==> config.mk <==
export PLATFORM = sky130hd
export DESIGN_NAME = register_file_flat
export DESIGN_NICKNAME = d
export VERILOG_FILES = /design/src/rtl/register_file_if.sv /design/src/rtl/register_file.sv /design/src/flat_wrapper.sv
export SDC_FILE = /design/constraint.sdc
export NUM_CORES = 1
export LEC_CHECK = 0
export ABC_AREA = 1
export BUFFER_PORTS_ARGS = -buffer_cell sky130_fd_sc_hd__clkbuf_2
export CELL_PAD_IN_SITES_DETAIL_PLACEMENT = 0
export CELL_PAD_IN_SITES_GLOBAL_PLACEMENT = 1
export CORE_ASPECT_RATIO = 0.9
export CORE_MARGIN = 10
export CORE_UTILIZATION = 47
export DETAILED_ROUTE_END_ITERATION = 10
export PLACE_DENSITY_LB_ADDON = 0.1
export SLEW_MARGIN = 5
export SYNTH_ARGS = -nofsm -noshare
export SYNTH_HDL_FRONTEND = slang
export SYNTH_SLANG_ARGS = --single-unit
==> constraint.sdc <==
create_clock -name clk -period 5.53 [get_ports clk]
set_input_delay 0.8295 -clock clk [delete_from_list [all_inputs] [get_ports clk]]
set_output_delay 0.8295 -clock clk [all_outputs]
set_load 0.02 [all_outputs]
==> src/rtl/register_file_if.sv <==
// rtl/register_file_if.sv - write-back, read-port and reservation bus of the register file
interface register_file_if #(
    parameter int dataWidth = 8,
    parameter int addrWidth = 3
);
    logic                 writeEnable;
    logic [addrWidth-1:0] writeAddr;
    logic [dataWidth-1:0] writeData;
    logic [addrWidth-1:0] readAddrA;
    logic [dataWidth-1:0] readDataA;
    logic                 busyA;
    logic [addrWidth-1:0] readAddrB;
    logic [dataWidth-1:0] readDataB;
    logic                 busyB;
    logic                 reserveEnable;
    logic [addrWidth-1:0] reserveAddr;
    logic [addrWidth:0]   pendingCount;

    modport master (
        output writeEnable, writeAddr, writeData, readAddrA, readAddrB,
               reserveEnable, reserveAddr,
        input  readDataA, busyA, readDataB, busyB, pendingCount
    );

    modport slave (
        input  writeEnable, writeAddr, writeData, readAddrA, readAddrB,
               reserveEnable, reserveAddr,
        output readDataA, busyA, readDataB, busyB, pendingCount
    );
endinterface

==> src/rtl/register_file.sv <==
// rtl/register_file.sv - register file with two bypassed read ports and a pending scoreboard
module register_file #(
    parameter int dataWidth = 8,
    parameter int addrWidth = 3
) (
    input  logic           clk,
    input  logic           reset,
    register_file_if.slave bus
);
    localparam int regCount = 2 ** addrWidth;

    logic [dataWidth-1:0] regs [regCount];
    logic [regCount-1:0]  pending;
    logic [regCount-1:0]  pending_next;
    logic [addrWidth:0]   count;
    logic [addrWidth:0]   count_next;
    logic                 write_hit;
    logic                 reserve_hit;
    logic                 count_inc;
    logic                 count_dec;

    assign write_hit   = bus.writeEnable && (bus.writeAddr != '0);
    assign reserve_hit = bus.reserveEnable && (bus.reserveAddr != '0);

    // A same-address write+reserve keeps the bit set, so the retiring write must not decrement.
    always_comb begin
        pending_next = pending;
        if (write_hit)
            pending_next[bus.writeAddr] = 1'b0;
        if (reserve_hit)
            pending_next[bus.reserveAddr] = 1'b1;
        count_inc  = reserve_hit && !pending[bus.reserveAddr];
        count_dec  = write_hit && pending[bus.writeAddr] &&
                     !(reserve_hit && (bus.reserveAddr == bus.writeAddr));
        count_next = count + {{addrWidth{1'b0}}, count_inc} - {{addrWidth{1'b0}}, count_dec};
    end

    always_ff @(posedge clk) begin
        if (reset) begin
            for (int i = 0; i < regCount; i++)
                regs[i] <= '0;
            pending <= '0;
            count   <= '0;
        end else begin
            if (write_hit)
                regs[bus.writeAddr] <= bus.writeData;
            pending <= pending_next;
            count   <= count_next;
        end
    end

    always_comb begin
        bus.readDataA = regs[bus.readAddrA];
        bus.busyA     = pending[bus.readAddrA];
        if (bus.readAddrA == '0) begin
            bus.readDataA = '0;
            bus.busyA     = 1'b0;
        end else if (write_hit && (bus.writeAddr == bus.readAddrA)) begin
            bus.readDataA = bus.writeData;
            bus.busyA     = 1'b0;
        end
    end

    always_comb begin
        bus.readDataB = regs[bus.readAddrB];
        bus.busyB     = pending[bus.readAddrB];
        if (bus.readAddrB == '0) begin
            bus.readDataB = '0;
            bus.busyB     = 1'b0;
        end else if (write_hit && (bus.writeAddr == bus.readAddrB)) begin
            bus.readDataB = bus.writeData;
            bus.busyB     = 1'b0;
        end
    end

    assign bus.pendingCount = count;
endmodule

==> src/flat_wrapper.sv <==
// flat-port wrapper written by rule: the top's interface ports become plain ports
module register_file_flat 
#(
    parameter int dataWidth = 8,
    parameter int addrWidth = 3
)
  (clk, reset, bus_writeEnable, bus_writeAddr, bus_writeData, bus_readAddrA, bus_readAddrB, bus_reserveEnable, bus_reserveAddr, bus_readDataA, bus_busyA, bus_readDataB, bus_busyB, bus_pendingCount);
  register_file_if #(.dataWidth(dataWidth), .addrWidth(addrWidth)) bus_i ();
  input  logic clk;
  input  logic reset;
  input wire logic [$bits(bus_i.writeEnable)-1:0] bus_writeEnable;
  input wire logic [$bits(bus_i.writeAddr)-1:0] bus_writeAddr;
  input wire logic [$bits(bus_i.writeData)-1:0] bus_writeData;
  input wire logic [$bits(bus_i.readAddrA)-1:0] bus_readAddrA;
  input wire logic [$bits(bus_i.readAddrB)-1:0] bus_readAddrB;
  input wire logic [$bits(bus_i.reserveEnable)-1:0] bus_reserveEnable;
  input wire logic [$bits(bus_i.reserveAddr)-1:0] bus_reserveAddr;
  output wire logic [$bits(bus_i.readDataA)-1:0] bus_readDataA;
  output wire logic [$bits(bus_i.busyA)-1:0] bus_busyA;
  output wire logic [$bits(bus_i.readDataB)-1:0] bus_readDataB;
  output wire logic [$bits(bus_i.busyB)-1:0] bus_busyB;
  output wire logic [$bits(bus_i.pendingCount)-1:0] bus_pendingCount;
  assign bus_i.writeEnable = bus_writeEnable;
  assign bus_i.writeAddr = bus_writeAddr;
  assign bus_i.writeData = bus_writeData;
  assign bus_i.readAddrA = bus_readAddrA;
  assign bus_i.readAddrB = bus_readAddrB;
  assign bus_i.reserveEnable = bus_reserveEnable;
  assign bus_i.reserveAddr = bus_reserveAddr;
  assign bus_readDataA = bus_i.readDataA;
  assign bus_busyA = bus_i.busyA;
  assign bus_readDataB = bus_i.readDataB;
  assign bus_busyB = bus_i.busyB;
  assign bus_pendingCount = bus_i.pendingCount;
  register_file #(.dataWidth(dataWidth), .addrWidth(addrWidth)) u_core (.clk(clk), .reset(reset), .bus(bus_i));
endmodule
# Word-level counts from Yosys, hierarchy flattened
# Memories as Yosys holds them, arrays and structs flattened.
# Cells that the tools add are included.
# totals
ramBits	64
register_bits	12
mem_count	1
wordCells	64
out_inout_bits	22
# memory_table
name	words	word_bits	rd	rd_ports_with_merged_regs	wr	line	rtl
u_core.regs	8	8	2	0	8	register_file.sv:12	logic [dataWidth-1:0] regs [regCount];
# op_classes
addsub	2
bitwise_logic	3
muxes	30
n_lt_le_gt_ge	6
eq_ne	3
n_reduce_logical	17
# op_table
op	count
$mux W8	7
$lt A3 B4 Y1 const B	4
$mux W1	16
$bmux W1 S3	4
$logic_and A1 B1 Y1	10
$eq A3 B3 Y1	3
$and A8 B8 Y8	1
$not A8 Y8	1
$or A8 B8 Y8	1
$reduce_or A8 Y1	1
$demux W1 S3	2
$ge A3 B1 Y1 const B	2
$logic_not A3 Y1	2
$reduce_bool A3 Y1	2
$add A4 B1 Y4	1
$sub A4 B1 Y4	1
$mux W3	1
$logic_not A1 Y1	2

# Depth between registers and ports, before layout
# Gate-level depths: netlist of the first run.
# logic_depth
word_depth	9
ltp_mapped	15
mapped_depth_nobuf	14

# Least setup slack after synthesis of the first run
# No wires, ideal clock.
# synth_timing
path_kind	in2out
start	input port bus_writeAddr[0]
end	output port bus_readDataB[0]
arrival_ns	1.886
path_stages	6
slack_ns	2.815
path_cell_list	buf_6 -> xnor2_2 -> nand3_2 -> nand2_1 -> inv_2 -> nor2_1
# synth_via
elab_chain_len	5
word_cells_on_any_way	6
# synth_lines
element	line	rtl
start, declared	flat_wrapper.sv:12	input wire logic [$bits(bus_i.writeAddr)-1:0] bus_writeAddr;
$reduce_bool A3 Y1	register_file.sv:22	assign write_hit = bus.writeEnable && (bus.writeAddr != '0);
$logic_and A1 B1 Y1	register_file.sv:22	
$logic_and A1 B1 Y1 *	register_file.sv:70	end else if (write_hit && (bus.writeAddr == bus.readAddrB)) begin
$mux W8 *	register_file.sv:70	
$mux W8 *	register_file.sv:67	if (bus.readAddrB == '0) begin
end, declared	flat_wrapper.sv:20	output wire logic [$bits(bus_i.readDataB)-1:0] bus_readDataB;
# Mark *: on every way between the ends. The rest lies on a longest branch, timed or not.

# Final worst setup path of the first run
# layout_timing
start	input port bus_readAddrB[0]
end	output port bus_readDataB[7]
# layout_via
elab_chain_len	4
word_cells_on_any_way	6
# layout_lines
element	line	rtl
start, declared	flat_wrapper.sv:15	input wire logic [$bits(bus_i.readAddrB)-1:0] bus_readAddrB;
branches (longest 3 deep; another with $mem_v2 Z8 W8)	--	
$mux W8 *	register_file.sv:67	
# Mark *: on every way between the ends.

==> results_dict.tcl, run 1 <==
set metrics [dict create \
    die-area_mm2 0.0150 \
    path_clk_slew_ps 60 \
    n_antenna_cell 0 \
    period_needed_ps 3810 \
    dp.cells 861 \
    synth_edf_count 64 \
    peakVddDrop_v 0.000239 \
    synth_compound_area_share_pct 4.15 \
    fin_hold_ws_ps 458 \
    postRouteWirelength_mm 16.8 \
    cp-end-kind "primary output" \
    dr_total_vias 4835 \
    cts_num_sinks 76 \
    finalInstanceArea_mm2 0.00548 \
    critPathMaxFanout 35 \
    cts_tree "yes" \
    post_cts.repair.setup_buffers 0 \
    cts_buffers 9 \
    p_total_mw 1.65 \
    crit_arrival_ps 2980 \
    start_util_pct 48.2 \
    reg2reg_depth 11 \
    wire_per_inst_um 19.1 \
    grt_pass1_vias 4423 \
    slew_violations 0 \
    fin_util_pct 53.5 \
    finalSetupTns_ps 0 \
    max_slew_margin_pct 38.7 \
    syn_area_mm2 0.00494 \
    dp_hpwl_mm 12.0 \
    async_reset_ff_share_pct 0 \
    layout.nets 772 \
    io_pins 46 \
    initialDrtViolationCount 668 \
    crit_type "in -> out" \
    synth_top_area_share_pct 38.9 \
    place_area_mm2 0.00518 \
    synthTopCellsByArea "edfxtp_1 39%, nand2_1 22%, nand3_1 9.8%, nor2_1 7.1%, dfxtp_1 4.9%" \
    crit_required_ps 4700 \
    ys_ff_latch 76 \
    hold_class "reg -> reg" \
    yosysSeqAreaShare_pct 43.8 \
    clockBufferDepth 2 \
    syn_inst 713 \
    yosys.area_share.simple_pct 40.8 \
    cts_hold_buffers 0 \
    die_h_um 117 \
    final_cell_mix "291 x nand2_1, 97 x nand3_1, 93 x nor2_1" \
    stdcell_count 877 \
    grt_use_total_pct 22.6 \
    post_cts_resized 0 \
    ys_types 29 \
    worst_slew_pin_slew_ps 919 \
    areaGrowthSynthToFinish_pct 11.0 \
    synth_top_family_by_area "simple AND/OR/NAND/NOR gates" \
    hold_depth 2 \
    fillers 1016 \
    antenna_found_initial 0 \
    synthAdderAreaFrac_pct 1.42 \
    finalSetupViolations 0 \
    finalCritPeriodShare_pct 68.9 \
    ys.warnings.count 0 \
    gp_congestion 0.937 \
    maxCapViolCount 0 \
    muxShareOfSynthArea_pct 0 \
    cp-start-kind "input port" \
    core_area_mm2 0.0102 \
    grt_pass1_wl_mm 25.8 \
    final_common_cell "nand2_1" \
    yosys.area.top_type "edfxtp_1" \
    die_w_um 128 \
    pre_cts_slack_ps 1790 \
    clk_latency_ps 350 \
    synthXorXnorAreaFrac_pct 1.55 \
    vias_per_cell 5.51 \
    htreeDepth 3 \
    rsz0062_at_grt "false" \
    fmax_mhz 263 \
    drive_above_1_share_pct 12.7 \
    setup_ws_ps 1720 \
    ant_nets 0 \
    route.detailed.drc 0 \
    clock_skew_ps 2.31 \
    port_buffers 45 \
    cts-root-buf "clkbuf_16" \
    synth_ff_type "edfxtp_1" \
    p_leak_nw 2.64 \
    grt_max_degree 43 \
    power_density_mw_per_mm2 300 \
    run_status "completed" \
    synth.avg_cell_area_um2 6.93 \
    row_count 35 \
    drt_pass1_iterations 5 \
    finalHoldViolations 0 \
    grt-ovfl-total 0 \
]
[cell type report]
class / instances / area (um2) / area share [%]
clock buffers: 9 / 225 / 4.11
clock inverters: 7 / 81.3 / 1.48
inverters: 60 / 225 / 4.11
multi-input cells: 550 / 2400 / 43.7
flip-flops and latches: 76 / 2160 / 39.4
well taps: 129 / 161 / 2.94
repair buffers: 46 / 233 / 4.24
[synth_stat cells (4+ instances only)]
cell type	instances
nor2_1	93
o21ai_1	12
buf_2	23
xnor2_1	4
inv_1	33
nand2_1	291
clkbuf_1	7
dfxtp_1	12
a21oi_1	13
edfxtp_1	64
nand2_2	5
inv_2	19
clkinv_1	8
ha_1	4
o21ai_0	6
nand3_1	97
[power breakdown]
| group | switching (mW) | internal [mW] | leakage [nW] |
|---|---|---|---|
| logic | 0.234 | 0.0992 | 1.78 |
| clock network | 0.257 | 0.356 | 0.147 |
| registers | 0.0359 | 0.665 | 0.713 |
| total | 0.527 | 1.12 | 2.64 |
[flip-flops by register name, summed over array words and instances, names as in the netlist]
name / cells
u_core.regs: 64
u_core.bus.pendingCount: 4
u_core.pending: 8
[critical path: stages]
cell and delay, ps:
clkbuf_2 190, buf_4 310, inv_2 550, nand3_1 600, nand2_1 220, nor2_1 70
clkbuf_2 150
[per-layer routing]
layer	up-vias	track usage [%]	part of all wire (%)	routed length [um]
li1	2329	-	-	-
met1	2235	32.3	46	7700
met2	242	31.8	41	6940
met3	29	7.02	11	1830
met4	0	6.60	1.9	318
met5	-	0	0	0
[logic make-up (layout without fill, tap and decap cells)]
family | Yosys count | in the layout
and+or+nand+nor | 493 | 493
buffers and inverters | 94 | 122
DFF | 76 | 76
AOI/OAI and AO/OA | 37 | 37
xor gates and xnor gates | 7 | 7
adders and majority gates | 5 | 5
other | 1 | 8
[worst paths after layout]
kind	startpoint	to	slack [ps]
worst max-delay path	bus_readAddrB[0]	bus_readDataB[7]	1720
worst min-delay path	u_core.pending[0]	u_core.pending[0]	460
worst max register to register	u_core.pending[3]	u_core.bus.pendingCount[2]	3520
worst min register to register	u_core.pending[0]	u_core.pending[0]	460
Power figures use the tool's default switching activity.
==> run 2: changes to the inputs <==
- CORE_UTILIZATION: 47 -> 43
- clock period: 5.53 -> 3.9 ns (I/O delays scaled with it)
==> run 2 against run 1 <==
Count of clock-buffer cells in the layout stayed put; clock skew decreased by 1.2 ps; global-route usage decreased by 2.1 points; setup slack got worse by 680 ps; critical path type unchanged; highest routed layer unchanged; sequential share of layout area down 0.63 points; final area rose by 1.6%; clock power increased by 47%; largest power group unchanged; total power up 43%; critical endpoint is now bus_readDataA[6]; cell count up 3.8%; routed wire length is 3.5% lower; combinational power grew 45%; sequential cell count unchanged.
==> results_dict.tcl, run 2 (synthesis results as in run 1) <==
set metrics [dict create \
    post_cts.repair.setup_buffers 0 \
    port_buffers 45 \
    dr_total_vias 4776 \
    max_slew_margin_pct 51.5 \
    wire_per_inst_um 17.8 \
    crit_type "in -> out" \
    multiInputGateArea_mm2 0.00240 \
    cts-root-buf "clkbuf_16" \
    layout.nets 778 \
    vias_per_cell 5.25 \
    rsz0062_at_grt "false" \
    ant_nets 0 \
    p_leak_nw 2.68 \
    htreeDepth 3 \
    hold_depth 2 \
    final_common_cell "nand2_1" \
    seqCellArea_mm2 0.00216 \
    n_antenna_cell 0 \
    final_cell_mix "291 x nand2_1, 97 x nand3_1, 93 x nor2_1" \
    maxCapViolCount 0 \
    grt_use_total_pct 20.5 \
    clock_skew_ps 1.07 \
    grt-ovfl-total 0 \
    row_count 37 \
    slew_violations 0 \
    core_area_mm2 0.0113 \
    holdPathEnd "u_core.pending[0]" \
    grt_max_degree 40 \
    post_cts_resized 0 \
    worst_slew_pin_slew_ps 727 \
    cts_num_sinks 76 \
    gp_congestion 0.844 \
    die_h_um 122 \
    fillers 1169 \
    cp-start-kind "input port" \
    setup_ws_ps 1040 \
    reg2reg_depth 11 \
    hold_class "reg -> reg" \
    die_w_um 133 \
    period_needed_ps 2860 \
    fin_util_pct 49.1 \
    grt_pass1_wl_mm 26.0 \
    power_density_mw_per_mm2 423 \
    cts_buffers 9 \
    postRouteWirelength_mm 16.2 \
    clk_latency_ps 340 \
    reg2reg_from "u_core.pending[3]" \
    largest_register_ffs 64 \
    p_total_mw 2.36 \
    pre_cts_slack_ps 968 \
    die-area_mm2 0.0162 \
    antenna_found_initial 0 \
    cts_tree "yes" \
    regMostFlops "u_core.regs" \
    fmax_mhz 350 \
    clockBufferDepth 2 \
    r2r_end "u_core.bus.pendingCount[2]" \
    critPathMaxFanout 12 \
    areaGrowthSynthToFinish_pct 12.8 \
    cp-end-kind "primary output" \
    crit_required_ps 3310 \
    grt_pass1_vias 4677 \
    drive_above_1_share_pct 13.3 \
    route.detailed.drc 0 \
    run_status "completed" \
    r2r_slack_ps 1870 \
    finalSetupTns_ps 0 \
    io_pins 46 \
    path_clk_slew_ps 60 \
    worstHoldStart "u_core.pending[0]" \
    drt_pass1_iterations 5 \
    finalHoldViolations 0 \
    peakVddDrop_v 0.000227 \
    crit_arrival_ps 2270 \
    start_util_pct 43.6 \
    finalCritPeriodShare_pct 73.3 \
    finalSetupViolations 0 \
    cts_hold_buffers 0 \
    dp_hpwl_mm 11.5 \
    initialDrtViolationCount 663 \
]
[run 2: per-layer routing]
| layer | part of all wire (%) | GRT usage, % | routed length, um |
|---|---|---|---|
| met1 | 45 | 27.9 | 7370 |
| met2 | 45 | 31.4 | 7230 |
| met3 | 8.2 | 5.39 | 1330 |
| met4 | 1.7 | 5.91 | 274 |
| met5 | 0 | 0 | 0 |
[run 2: per-stage QoR]
stage          area (um2)  cells  hold slack, ps
2_1_floorplan        4970    720             419
3_3_place_gp         5260    894             459
3_5_place_dp         5260    894             455
4_1_cts              5570    910             468
5_1_grt              5570    910             483
6_report             5570    910             474
[run 2: how the worst max path moves through the flow]
| stage | startpoint | to | slack [ps] | cells after the start |
|---|---|---|---|---|
| 2_1_floorplan | bus_writeAddr[1] | u_core.bus.pendingCount[2] | 1490 | 14 |
| 3_3_place_gp | bus_writeAddr[0] | u_core.bus.pendingCount[2] | 1020 | 12 |
| 3_5_place_dp | bus_writeAddr[0] | u_core.bus.pendingCount[2] | 970 | 12 |
| 4_1_cts | bus_readAddrA[2] | bus_readDataA[6] | 1070 | 9 |
| 5_1_grt | bus_readAddrA[2] | bus_readDataA[6] | 890 | 9 |
| 6_report | bus_readAddrA[2] | bus_readDataA[6] | 1040 | 9 |
[run 2: area by class of cell]
| type | count | area share (%) |
|---|---|---|
| tap | 156 | 3.50 |
| inverter | 60 | 4.04 |
| timing repair buffer | 52 | 4.98 |
| sequential | 76 | 38.8 |
| multi-input combinational | 550 | 43.0 |
| clock buffer | 9 | 4.04 |
| clock inverter | 7 | 1.64 |
[run 2: worst max-delay path: stages]
cell	delay [ps]
clkbuf_2	210
inv_1	430
nand2_1	100
nand2_1	70
nand2_1	60
nor2_2	270
nand3_1	170
o21ai_1	170
clkbuf_2	210
[run 2: report_power, final]
group          internal, mW  leakage (nW)  switching, mW
logic                 0.145          1.81          0.337
registers             0.942         0.713         0.0354
clock network         0.558         0.157          0.341
total                  1.64          2.68          0.713
